--- src/rtl/timer_pkg.sv ---
// Shared types and constants for the irrigation timer upper-digit stage.
package timer_pkg;

  localparam int BCD_W = 4;

  typedef logic [BCD_W-1:0] bcd_t;

  typedef enum logic [1:0] {
    ST_IDLE = 2'd0,
    ST_RUN  = 2'd1,
    ST_DONE = 2'd2
  } state_e;

  localparam bcd_t BCD_ZERO      = 4'd0;
  localparam bcd_t BCD_NINE      = 4'd9;
  localparam bcd_t SEC_T_MAX_DEF = 4'd5;

  // Saturate a BCD value so a bad preset can never show a digit above its max.
  function automatic bcd_t bcd_clamp(input bcd_t value, input bcd_t max_val);
    bcd_t result;
    if (value > max_val) begin
      result = max_val;
    end else begin
      result = value;
    end
    return result;
  endfunction

endpackage

--- src/rtl/timer_upper_digits_if.sv ---
// Preset/load, units-stage and display bundle of the upper-digit timer stage.
interface timer_upper_digits_if;
  import timer_pkg::*;

  logic load;
  bcd_t preset_sec_t;
  bcd_t preset_min_u;
  bcd_t preset_min_t;
  bcd_t units_bcd;
  logic borrow_in;

  bcd_t sec_t;
  bcd_t min_u;
  bcd_t min_t;
  logic reach_zero;
  logic units_clear;
  logic running;

  modport master (
    output load, preset_sec_t, preset_min_u, preset_min_t, units_bcd, borrow_in,
    input  sec_t, min_u, min_t, reach_zero, units_clear, running
  );

  modport slave (
    input  load, preset_sec_t, preset_min_u, preset_min_t, units_bcd, borrow_in,
    output sec_t, min_u, min_t, reach_zero, units_clear, running
  );

endinterface

--- src/rtl/bcd_down_digit.sv ---
// One BCD down-counting digit: clamped load, wrap to MAX on decrement from 0.
module bcd_down_digit
  import timer_pkg::*;
#(
  parameter bcd_t MAX = BCD_NINE
) (
  input  logic clk,
  input  logic rst_n,
  input  logic load_i,
  input  bcd_t load_val_i,
  input  logic dec_i,
  output bcd_t value_o,
  output logic borrow_o
);

  bcd_t value_q;
  bcd_t value_d;

  // Load has priority over decrement; a decrement from zero wraps to MAX.
  always_comb begin
    value_d = value_q;
    if (load_i) begin
      value_d = bcd_clamp(load_val_i, MAX);
    end else if (dec_i) begin
      if (value_q == BCD_ZERO) begin
        value_d = MAX;
      end else begin
        value_d = value_q - 4'd1;
      end
    end else begin
      value_d = value_q;
    end
  end

  // Digit register.
  always_ff @(posedge clk or negedge rst_n) begin
    if (!rst_n) begin
      value_q <= BCD_ZERO;
    end else begin
      value_q <= value_d;
    end
  end

  assign value_o  = value_q;
  assign borrow_o = dec_i & (value_q == BCD_ZERO);

endmodule

--- src/rtl/timer_upper_digits.sv ---
// Tens-of-seconds and minutes countdown driven by borrow strobes from the
// asynchronous seconds-units stage; also drives that stage's clear and pause.
module timer_upper_digits
  import timer_pkg::*;
#(
  parameter int SEC_T_MAX    = 5,
  parameter int MIN_MAX      = 9,
  parameter int SYNC_STAGES  = 2,
  parameter int BLANK_CYCLES = 3
) (
  input logic clk,
  input logic rst_n,
  timer_upper_digits_if.slave bus_if
);

  localparam int BLANK_W = $clog2(BLANK_CYCLES + 1);

  bcd_t                 units_sync_q [SYNC_STAGES];
  logic [SYNC_STAGES-1:0] borrow_sync_q;
  logic                 borrow_prev_q;
  logic                 event_q;
  logic [BLANK_W-1:0]   blank_q;
  state_e               state_q;
  logic                 reach_zero_q;
  logic                 units_clear_q;
  logic                 running_q;

  bcd_t sec_t_s;
  bcd_t min_u_s;
  bcd_t min_t_s;
  logic sec_t_borrow_s;
  logic min_u_borrow_s;
  logic unused_min_t_borrow_s;
  logic borrow_synced_s;
  logic borrow_edge_s;
  logic digits_zero_s;
  logic any_preset_s;
  logic dec_en_s;
  logic expire_s;

  // Synchronizer chains for the ripple-clocked units digit and its borrow.
  always_ff @(posedge clk or negedge rst_n) begin
    if (!rst_n) begin
      for (int i = 0; i < SYNC_STAGES; i++) begin
        units_sync_q[i] <= BCD_ZERO;
      end
      borrow_sync_q <= {SYNC_STAGES{1'b0}};
    end else begin
      units_sync_q[0] <= bus_if.units_bcd;
      for (int i = 1; i < SYNC_STAGES; i++) begin
        units_sync_q[i] <= units_sync_q[i-1];
      end
      borrow_sync_q <= {borrow_sync_q[SYNC_STAGES-2:0], bus_if.borrow_in};
    end
  end

  assign borrow_synced_s = borrow_sync_q[SYNC_STAGES-1];
  assign borrow_edge_s   = borrow_synced_s & ~borrow_prev_q;

  // Registered borrow event and post-load blanking window.
  always_ff @(posedge clk or negedge rst_n) begin
    if (!rst_n) begin
      borrow_prev_q <= 1'b0;
      event_q       <= 1'b0;
      blank_q       <= {BLANK_W{1'b0}};
    end else begin
      borrow_prev_q <= borrow_synced_s;
      event_q       <= borrow_edge_s & ~bus_if.load;
      if (bus_if.load) begin
        blank_q <= BLANK_W'(BLANK_CYCLES);
      end else if (blank_q != {BLANK_W{1'b0}}) begin
        blank_q <= blank_q - BLANK_W'(1);
      end else begin
        blank_q <= blank_q;
      end
    end
  end

  // Decrement and expiry qualification; the all-zero guard prevents underflow.
  always_comb begin
    digits_zero_s = (sec_t_s == BCD_ZERO) && (min_u_s == BCD_ZERO) && (min_t_s == BCD_ZERO);
    any_preset_s  = (bus_if.preset_sec_t != BCD_ZERO) || (bus_if.preset_min_u != BCD_ZERO) ||
                    (bus_if.preset_min_t != BCD_ZERO);
    dec_en_s      = (state_q == ST_RUN) && event_q && (blank_q == {BLANK_W{1'b0}}) &&
                    !bus_if.load && !digits_zero_s;
    expire_s      = (state_q == ST_RUN) && digits_zero_s &&
                    (units_sync_q[SYNC_STAGES-1] == BCD_ZERO) && (blank_q == {BLANK_W{1'b0}});
  end

  // Control FSM with registered reach_zero, units_clear and running.
  always_ff @(posedge clk or negedge rst_n) begin
    if (!rst_n) begin
      state_q       <= ST_IDLE;
      reach_zero_q  <= 1'b0;
      units_clear_q <= 1'b1;
      running_q     <= 1'b0;
    end else if (bus_if.load) begin
      state_q       <= any_preset_s ? ST_RUN : ST_DONE;
      reach_zero_q  <= 1'b0;
      units_clear_q <= 1'b1;
      running_q     <= any_preset_s;
    end else begin
      units_clear_q <= 1'b0;
      case (state_q)
        ST_IDLE: begin
          state_q      <= ST_IDLE;
          reach_zero_q <= 1'b0;
          running_q    <= 1'b0;
        end
        ST_RUN: begin
          if (expire_s) begin
            state_q      <= ST_DONE;
            reach_zero_q <= 1'b1;
            running_q    <= 1'b0;
          end else begin
            state_q      <= ST_RUN;
            reach_zero_q <= 1'b0;
            running_q    <= 1'b1;
          end
        end
        ST_DONE: begin
          state_q      <= ST_DONE;
          reach_zero_q <= 1'b1;
          running_q    <= 1'b0;
        end
        default: begin
          state_q      <= ST_IDLE;
          reach_zero_q <= 1'b0;
          running_q    <= 1'b0;
        end
      endcase
    end
  end

  bcd_down_digit #(.MAX(BCD_W'(SEC_T_MAX))) u_sec_t (
    .clk        (clk),
    .rst_n      (rst_n),
    .load_i     (bus_if.load),
    .load_val_i (bus_if.preset_sec_t),
    .dec_i      (dec_en_s),
    .value_o    (sec_t_s),
    .borrow_o   (sec_t_borrow_s)
  );

  bcd_down_digit #(.MAX(BCD_W'(MIN_MAX))) u_min_u (
    .clk        (clk),
    .rst_n      (rst_n),
    .load_i     (bus_if.load),
    .load_val_i (bus_if.preset_min_u),
    .dec_i      (sec_t_borrow_s),
    .value_o    (min_u_s),
    .borrow_o   (min_u_borrow_s)
  );

  bcd_down_digit #(.MAX(BCD_W'(MIN_MAX))) u_min_t (
    .clk        (clk),
    .rst_n      (rst_n),
    .load_i     (bus_if.load),
    .load_val_i (bus_if.preset_min_t),
    .dec_i      (min_u_borrow_s),
    .value_o    (min_t_s),
    .borrow_o   (unused_min_t_borrow_s)
  );

  assign bus_if.sec_t       = sec_t_s;
  assign bus_if.min_u       = min_u_s;
  assign bus_if.min_t       = min_t_s;
  assign bus_if.reach_zero  = reach_zero_q;
  assign bus_if.units_clear = units_clear_q;
  assign bus_if.running     = running_q;

endmodule

--- src/flat_wrapper.sv ---
// flat-port wrapper written by rule: the top's interface ports become plain ports
module timer_upper_digits_flat import timer_pkg::*;
#(
  parameter int SEC_T_MAX    = 5,
  parameter int MIN_MAX      = 9,
  parameter int SYNC_STAGES  = 2,
  parameter int BLANK_CYCLES = 3
)
  (clk, rst_n, bus_if_load, bus_if_preset_sec_t, bus_if_preset_min_u, bus_if_preset_min_t, bus_if_units_bcd, bus_if_borrow_in, bus_if_sec_t, bus_if_min_u, bus_if_min_t, bus_if_reach_zero, bus_if_units_clear, bus_if_running);
  timer_upper_digits_if bus_if_i ();
  input logic clk;
  input logic rst_n;
  input wire logic [$bits(bus_if_i.load)-1:0] bus_if_load;
  input wire logic [$bits(bus_if_i.preset_sec_t)-1:0] bus_if_preset_sec_t;
  input wire logic [$bits(bus_if_i.preset_min_u)-1:0] bus_if_preset_min_u;
  input wire logic [$bits(bus_if_i.preset_min_t)-1:0] bus_if_preset_min_t;
  input wire logic [$bits(bus_if_i.units_bcd)-1:0] bus_if_units_bcd;
  input wire logic [$bits(bus_if_i.borrow_in)-1:0] bus_if_borrow_in;
  output wire logic [$bits(bus_if_i.sec_t)-1:0] bus_if_sec_t;
  output wire logic [$bits(bus_if_i.min_u)-1:0] bus_if_min_u;
  output wire logic [$bits(bus_if_i.min_t)-1:0] bus_if_min_t;
  output wire logic [$bits(bus_if_i.reach_zero)-1:0] bus_if_reach_zero;
  output wire logic [$bits(bus_if_i.units_clear)-1:0] bus_if_units_clear;
  output wire logic [$bits(bus_if_i.running)-1:0] bus_if_running;
  assign bus_if_i.load = bus_if_load;
  assign bus_if_i.preset_sec_t = bus_if_preset_sec_t;
  assign bus_if_i.preset_min_u = bus_if_preset_min_u;
  assign bus_if_i.preset_min_t = bus_if_preset_min_t;
  assign bus_if_i.units_bcd = bus_if_units_bcd;
  assign bus_if_i.borrow_in = bus_if_borrow_in;
  assign bus_if_sec_t = bus_if_i.sec_t;
  assign bus_if_min_u = bus_if_i.min_u;
  assign bus_if_min_t = bus_if_i.min_t;
  assign bus_if_reach_zero = bus_if_i.reach_zero;
  assign bus_if_units_clear = bus_if_i.units_clear;
  assign bus_if_running = bus_if_i.running;
  timer_upper_digits #(.SEC_T_MAX(SEC_T_MAX), .MIN_MAX(MIN_MAX), .SYNC_STAGES(SYNC_STAGES), .BLANK_CYCLES(BLANK_CYCLES)) u_core (.clk(clk), .rst_n(rst_n), .bus_if(bus_if_i));
endmodule
--- config.mk ---
export PLATFORM = sky130hd
export DESIGN_NAME = timer_upper_digits_flat
export DESIGN_NICKNAME = d
export VERILOG_FILES = /design/src/rtl/timer_pkg.sv /design/src/rtl/timer_upper_digits_if.sv /design/src/rtl/bcd_down_digit.sv /design/src/rtl/timer_upper_digits.sv /design/src/flat_wrapper.sv
export SDC_FILE = /design/constraint.sdc
export NUM_CORES = 1
export LEC_CHECK = 0
export ABC_AREA = 1
export CAP_MARGIN = 40
export CORE_UTILIZATION = 49
export DETAILED_ROUTE_END_ITERATION = 8
export PLACE_DENSITY_LB_ADDON = 0.08
export REMOVE_ABC_BUFFERS = 1
export SETUP_SLACK_MARGIN = 0.02
export SLEW_MARGIN = 5
export SYNTH_ARGS = -nofsm -noshare
export SYNTH_HDL_FRONTEND = slang
export SYNTH_HIERARCHICAL = 1
export SYNTH_SLANG_ARGS = --single-unit
--- constraint.sdc ---
create_clock -name clk -period 2.55 [get_ports clk]
set_input_delay 0.765 -clock clk [delete_from_list [all_inputs] [get_ports clk]]
set_output_delay 0.765 -clock clk [all_outputs]
set_load 0.01 [all_outputs]
Yosys cells after proc, flatten, opt, wreduce, memory -nomap -nowiden
Index checks and enable logic that the tools add are counted.
Widths: inputs -> output; s select.
{"block": "totals", "mem_count": 0, "romBits": 0, "latch_bits": 0, "wordCells": 79, "mem_bits_rw": 0, "output_inout_bits": 15, "ff_bits": 31, "inputBits": 20}
{"block": "classes", "multipliers": 0, "eq_ne": 2, "n_reduce_logical": 26, "mux": 25, "n_bitwise": 6, "n_div": 0, "order_cmp": 3, "addsub": 4, "n_shift": 0}
{"cell": "$mux 4", "count": 12}
{"cell": "$logic_not 4->1", "count": 4}
{"cell": "$reduce_bool 4->1", "count": 3}
{"cell": "$sub 4x1->4 const B", "count": 3}
{"cell": "$mux 2", "count": 5}
{"cell": "$reduce_bool 2->1", "count": 5}
{"cell": "$logic_and 1x1->1", "count": 9}
{"cell": "$gt 4x4->1 const B", "count": 2}
{"cell": "$mux 1", "count": 6}
{"cell": "$and 1x1->1", "count": 4}
{"cell": "$gt 4x3->1 const B", "count": 1}
{"cell": "$pmux 2 s2", "count": 1}
{"cell": "$eq 2x1->1 const B", "count": 1}
{"cell": "$eq 2x2->1 const B", "count": 1}
{"cell": "$logic_not 1->1", "count": 2}
{"cell": "$logic_not 2->1", "count": 1}
{"cell": "$logic_or 1x1->1", "count": 2}
{"cell": "$not 1->1", "count": 2}
{"cell": "$pmux 1 s2", "count": 1}
{"cell": "$sub 2x1->2 const B", "count": 1}

Depth between registers and ports, before layout
{"block": "logic_depth", "depth_word": 9, "mapped_depth": 15, "mapped_depth_nobuf": 15}

Hierarchy
The synthesis kept the hierarchy.
{"module": "timer_upper_digits", "instances": 1, "seq_area_each_um2": 476.7, "area_per_inst_um2": 755.7, "cells_per_inst": 74}
{"module": "bcd_down_digit at u_core.u_min_t ...", "instances": 2, "seq_area_each_um2": 100.1, "area_per_inst_um2": 276.5, "cells_per_inst": 46}
{"module": "bcd_down_digit at u_core.u_sec_t", "instances": 1, "seq_area_each_um2": 100.1, "area_per_inst_um2": 234.0, "cells_per_inst": 37}

Least setup slack after synthesis
No wires, ideal clock.
{"block": "synth_timing", "kind": "in2reg", "start": "in bus_if_load", "end": "reg u_core.u_min_t.value_q[0], in the netlist u_core/u_min_t/value_o[0]", "n_path_buf": 0, "t_required_ps": 2425, "slack_ps": 536, "setup_ps": 125, "t_arrival_ps": 1888, "cell_stages": 10, "path_cell_list": "nor2_1 -> nand3_1 -> a21oi_1 -> nand3_1 -> nor2_1 -> inv_1 -> nor2_1 -> nand2_1 -> o22ai_1 -> a21oi_1"}
{"block": "synth_via", "elab_chain_len": 6, "elab_cells_between_ends": 7, "classes_between": "1 x mux; 2 x bitwise; 4 x reduce/logical"}
{"item": "start, declared", "line_no": "flat_wrapper.sv:13", "rtl": "input wire logic [$bits(bus_if_i.load)-1:0] bus_if_load;"}
{"item": "$logic_not 1->1", "line_no": "timer_upper_digits.sv:85", "rtl": "!bus_if.load && !digits_zero_s;"}
{"item": "$logic_and 1x1->1", "line_no": "timer_upper_digits.sv:84", "rtl": "dec_en_s = (state_q == ST_RUN) && event_q && (blank_q == {BLANK_W{1'b0}}) &&"}
{"item": "$logic_and 1x1->1", "line_no": "timer_upper_digits.sv:85"}
{"item": "named net u_core.dec_en_s", "line_no": "timer_upper_digits.sv:38", "rtl": "logic dec_en_s;"}
{"item": "$and 1x1->1", "line_no": "bcd_down_digit.sv:45", "rtl": "assign borrow_o = dec_i & (value_q == BCD_ZERO);"}
{"item": "named net u_core.sec_t_borrow_s", "line_no": "timer_upper_digits.sv:31", "rtl": "logic sec_t_borrow_s;"}
{"item": "$and 1x1->1", "line_no": "bcd_down_digit.sv:45"}
{"item": "named net u_core.min_u_borrow_s", "line_no": "timer_upper_digits.sv:32", "rtl": "logic min_u_borrow_s;"}
{"item": "$reduce_bool 2->1 (no line)"}
{"item": "end signal, assigned", "line_no": "bcd_down_digit.sv:40", "rtl": "value_q <= value_d;"}
{"item": "end, declared", "line_no": "bcd_down_digit.sv:16", "rtl": "bcd_t value_q;"}
The timed path passes the listed nets, and every way through them passes these cells.
A chain may end at the register's enable or synchronous reset.

Worst setup path after layout
Same ends and word-level chain as after synthesis.

==> results.md <==
- Synth Area per Inst: ~7.6 um2
- Worst stage delay on the critical path: approximately 440 ps
- Fin crit period: about 2200 ps
- RSZ-0062 raised after global routing: false
- Max-cap violations: 0
- Max Clock Freq: between 0.4 and 0.5 GHz
- Crit path max-delay cell type: clkdlybuf4s50_1
- Design Area, Final: 0.00200 mm2
- Root Driver: clkbuf_4
- Crit. End Element: flop
- HP Class: flop to flop
- CP startpoint kind: input pin
- Hold slack final: 358 ps
- Sink Count: 31
- IO Pins: 35
- Final core occ: ~70%
- Vias: 1417
- Area post-placement: a little under 0.002 mm2
- Total CTS buffers: 5
- Rel. slew slack: around 74%
- Number of global-route vias before repair: 1365
- DIE WIDTH: ~58 um
- Cells after DPL: 269
- Drt first pass iters: 6
- Leakage: 1.02 nW
- Min setup slack post-route: approximately 300 ps
- Largest net degree at the start of global routing: 32
- Number of DRC markers in iteration 0: between 100 and 150
- CTS tree: done
- Setup bufs post-CTS: 0
- Area of the multi-input gates: between 600 and 700 um2
- Die Ht: 58.0 um
- Avg WL per Cell: approximately 12 um
- Routed Antenna Nets: 0
- Slew Viols, Final: 0
- Data arrival, critical path: roughly 2500 ps
- Endpoints failing setup: 0
- Final wirelength: roughly 3400 um
- Total number of yosys warnings: 6
- CP Cell Sequence: clkdlybuf4s50_1 > nor2_1 > nand3_1 > a21oi_2 > nand3_1 > nor2_2 > inv_1 > nor2_1 > nand2_1 > o22ai_1 > a21oi_1
- Hold Vio Cnt, Final: 0
- Clock Skews: ~3.4 ps
- Clock Pin Slew Worst Setup and Hold Paths: 110 ps
- FP Rows: 19
- Worst path required time: about 2800 ps
- GRT Total Usage: between 20% and 30%
- Fillers: roughly 230
- Buffers on Ports: 34
- GRT overflow: 0
- Clock latency on the worst-skew pair: ~330 ps
- Setup Slack @ Placement: -115 ps
- Power Density: between 500 and 600 mW/mm2
- Commonest cells after routing, fill and taps aside: nand2_1 (58), clkdlybuf4s50_1 (34), dfrtp_1 (30)
- DRC violations left: 2
- Crit Path Max Fanout: 3
- Starting density of the core: a little over half
- VDD IR-drop max: around 0.44 mV
- HPWL Detailed: roughly 2500 um
- Sequential Area: approximately 800 um2
- Failing checks: design-rule violations
- First-pass GRT wire length: about 5900 um
- Area Overhead vs Synth: 30.6%
- Crit Path Class: input pin to flop
- Worst-case reg-to-reg path depth: 11
- Core area: 0.00285 mm2
- TNS Setup: 0 ps
- Syn Inst Count: between 200 and 250
- Tot Pwr: between 1 and 1.5 mW
- Vias per Instance: just over 5
- Synth Cell Area: approximately 0.0015 mm2
- Final net count: roughly 270
- WHS Path Cells: 0
- Share of layout cells above drive strength 1: around 11%
- Antenna cell count: 0
- Final cell count without fillers: roughly 280
- GPL Wtd Cong: between 0.8 and 0.9
- Maximum clock path buffer count: 2
- Commonest non-fill, non-tap cell in the layout: nand2_1
- H-tree depth: 2
- Final period utilization: about nine tenths
- Status: complete, but fails checks
- Worst Max-Slew Pin Slew: between 300 and 400 ps
- Die area: about 0.0034 mm2
- Initial antenna violation count: 0
flip-flops by register name (all words and copies together), names as in the netlist:
| signal | count |
|---|---|
| u_core/bus_if.reach_zero | 1 |
| u_core/state_q | 2 |
| u_core/u_sec_t/value_o | 4 |
| u_core/u_min_u/value_o | 4 |
| u_core/units_sync_q | 8 |
| u_core/bus_if.running | 1 |
| u_core/borrow_sync_q | 2 |
| u_core/blank_q | 2 |
| u_core/event_q | 1 |
| u_core/borrow_prev_q | 1 |
| u_core/u_min_t/value_o | 4 |
| u_core/bus_if.units_clear | 1 |
critical path, delay by kind of cell:
kind / cells / cell delay, ps
AOI/OAI and AO/OA: 3 / 350
and+or+nand+nor: 6 / 870
buffers and inverters: 2 / 500
metal layers:
metal | track usage (%) | share of wire (%)
met2 | 39.1 | 50
met4 | 8.84 | 1.3
met1 | 29.0 | 42
met3 | 7.14 | 6.1
met5 | 0 | 0
path summary, 6_finish.rpt:
check / end / slack, ps / startpoint
worst min register to register: u_core/units_sync_q[3] / 360 / u_core/units_sync_q[7]
worst min-delay path: u_core/units_sync_q[3] / 360 / u_core/units_sync_q[7]
worst max register to register: u_core/u_min_t/value_o[0] / 560 / u_core/blank_q[0]
max in group asynchronous: u_core/bus_if.units_clear / 1410 / rst_n
min in group asynchronous: u_core/u_sec_t/value_o[1] / 820 / rst_n
worst max-delay path: u_core/u_min_t/value_o[0] / 300 / bus_if_load
where the power goes:
group | internal, mW | switching, mW | leakage [nW]
logic | 0.114 | 0.121 | 0.622
registers | 0.530 | 0.0395 | 0.371
clock network | 0.110 | 0.190 | 0.0278
total | 0.754 | 0.350 | 1.02
timing repair:
item	in CTS	in global routing
hold buffers	0	0
endpoints found under the setup margin	0	4
gates resized for setup	0	2
area by class of cell:
cell class,count,area share (%)
multi-input combinational,137,32.0
timing repair buffer,37,18.1
sequential,31,38.8
clock buffer,5,1.87
inverter,33,6.18
tap,31,1.94
clock inverter,3,1.19
Power figures use the tool's default switching activity.
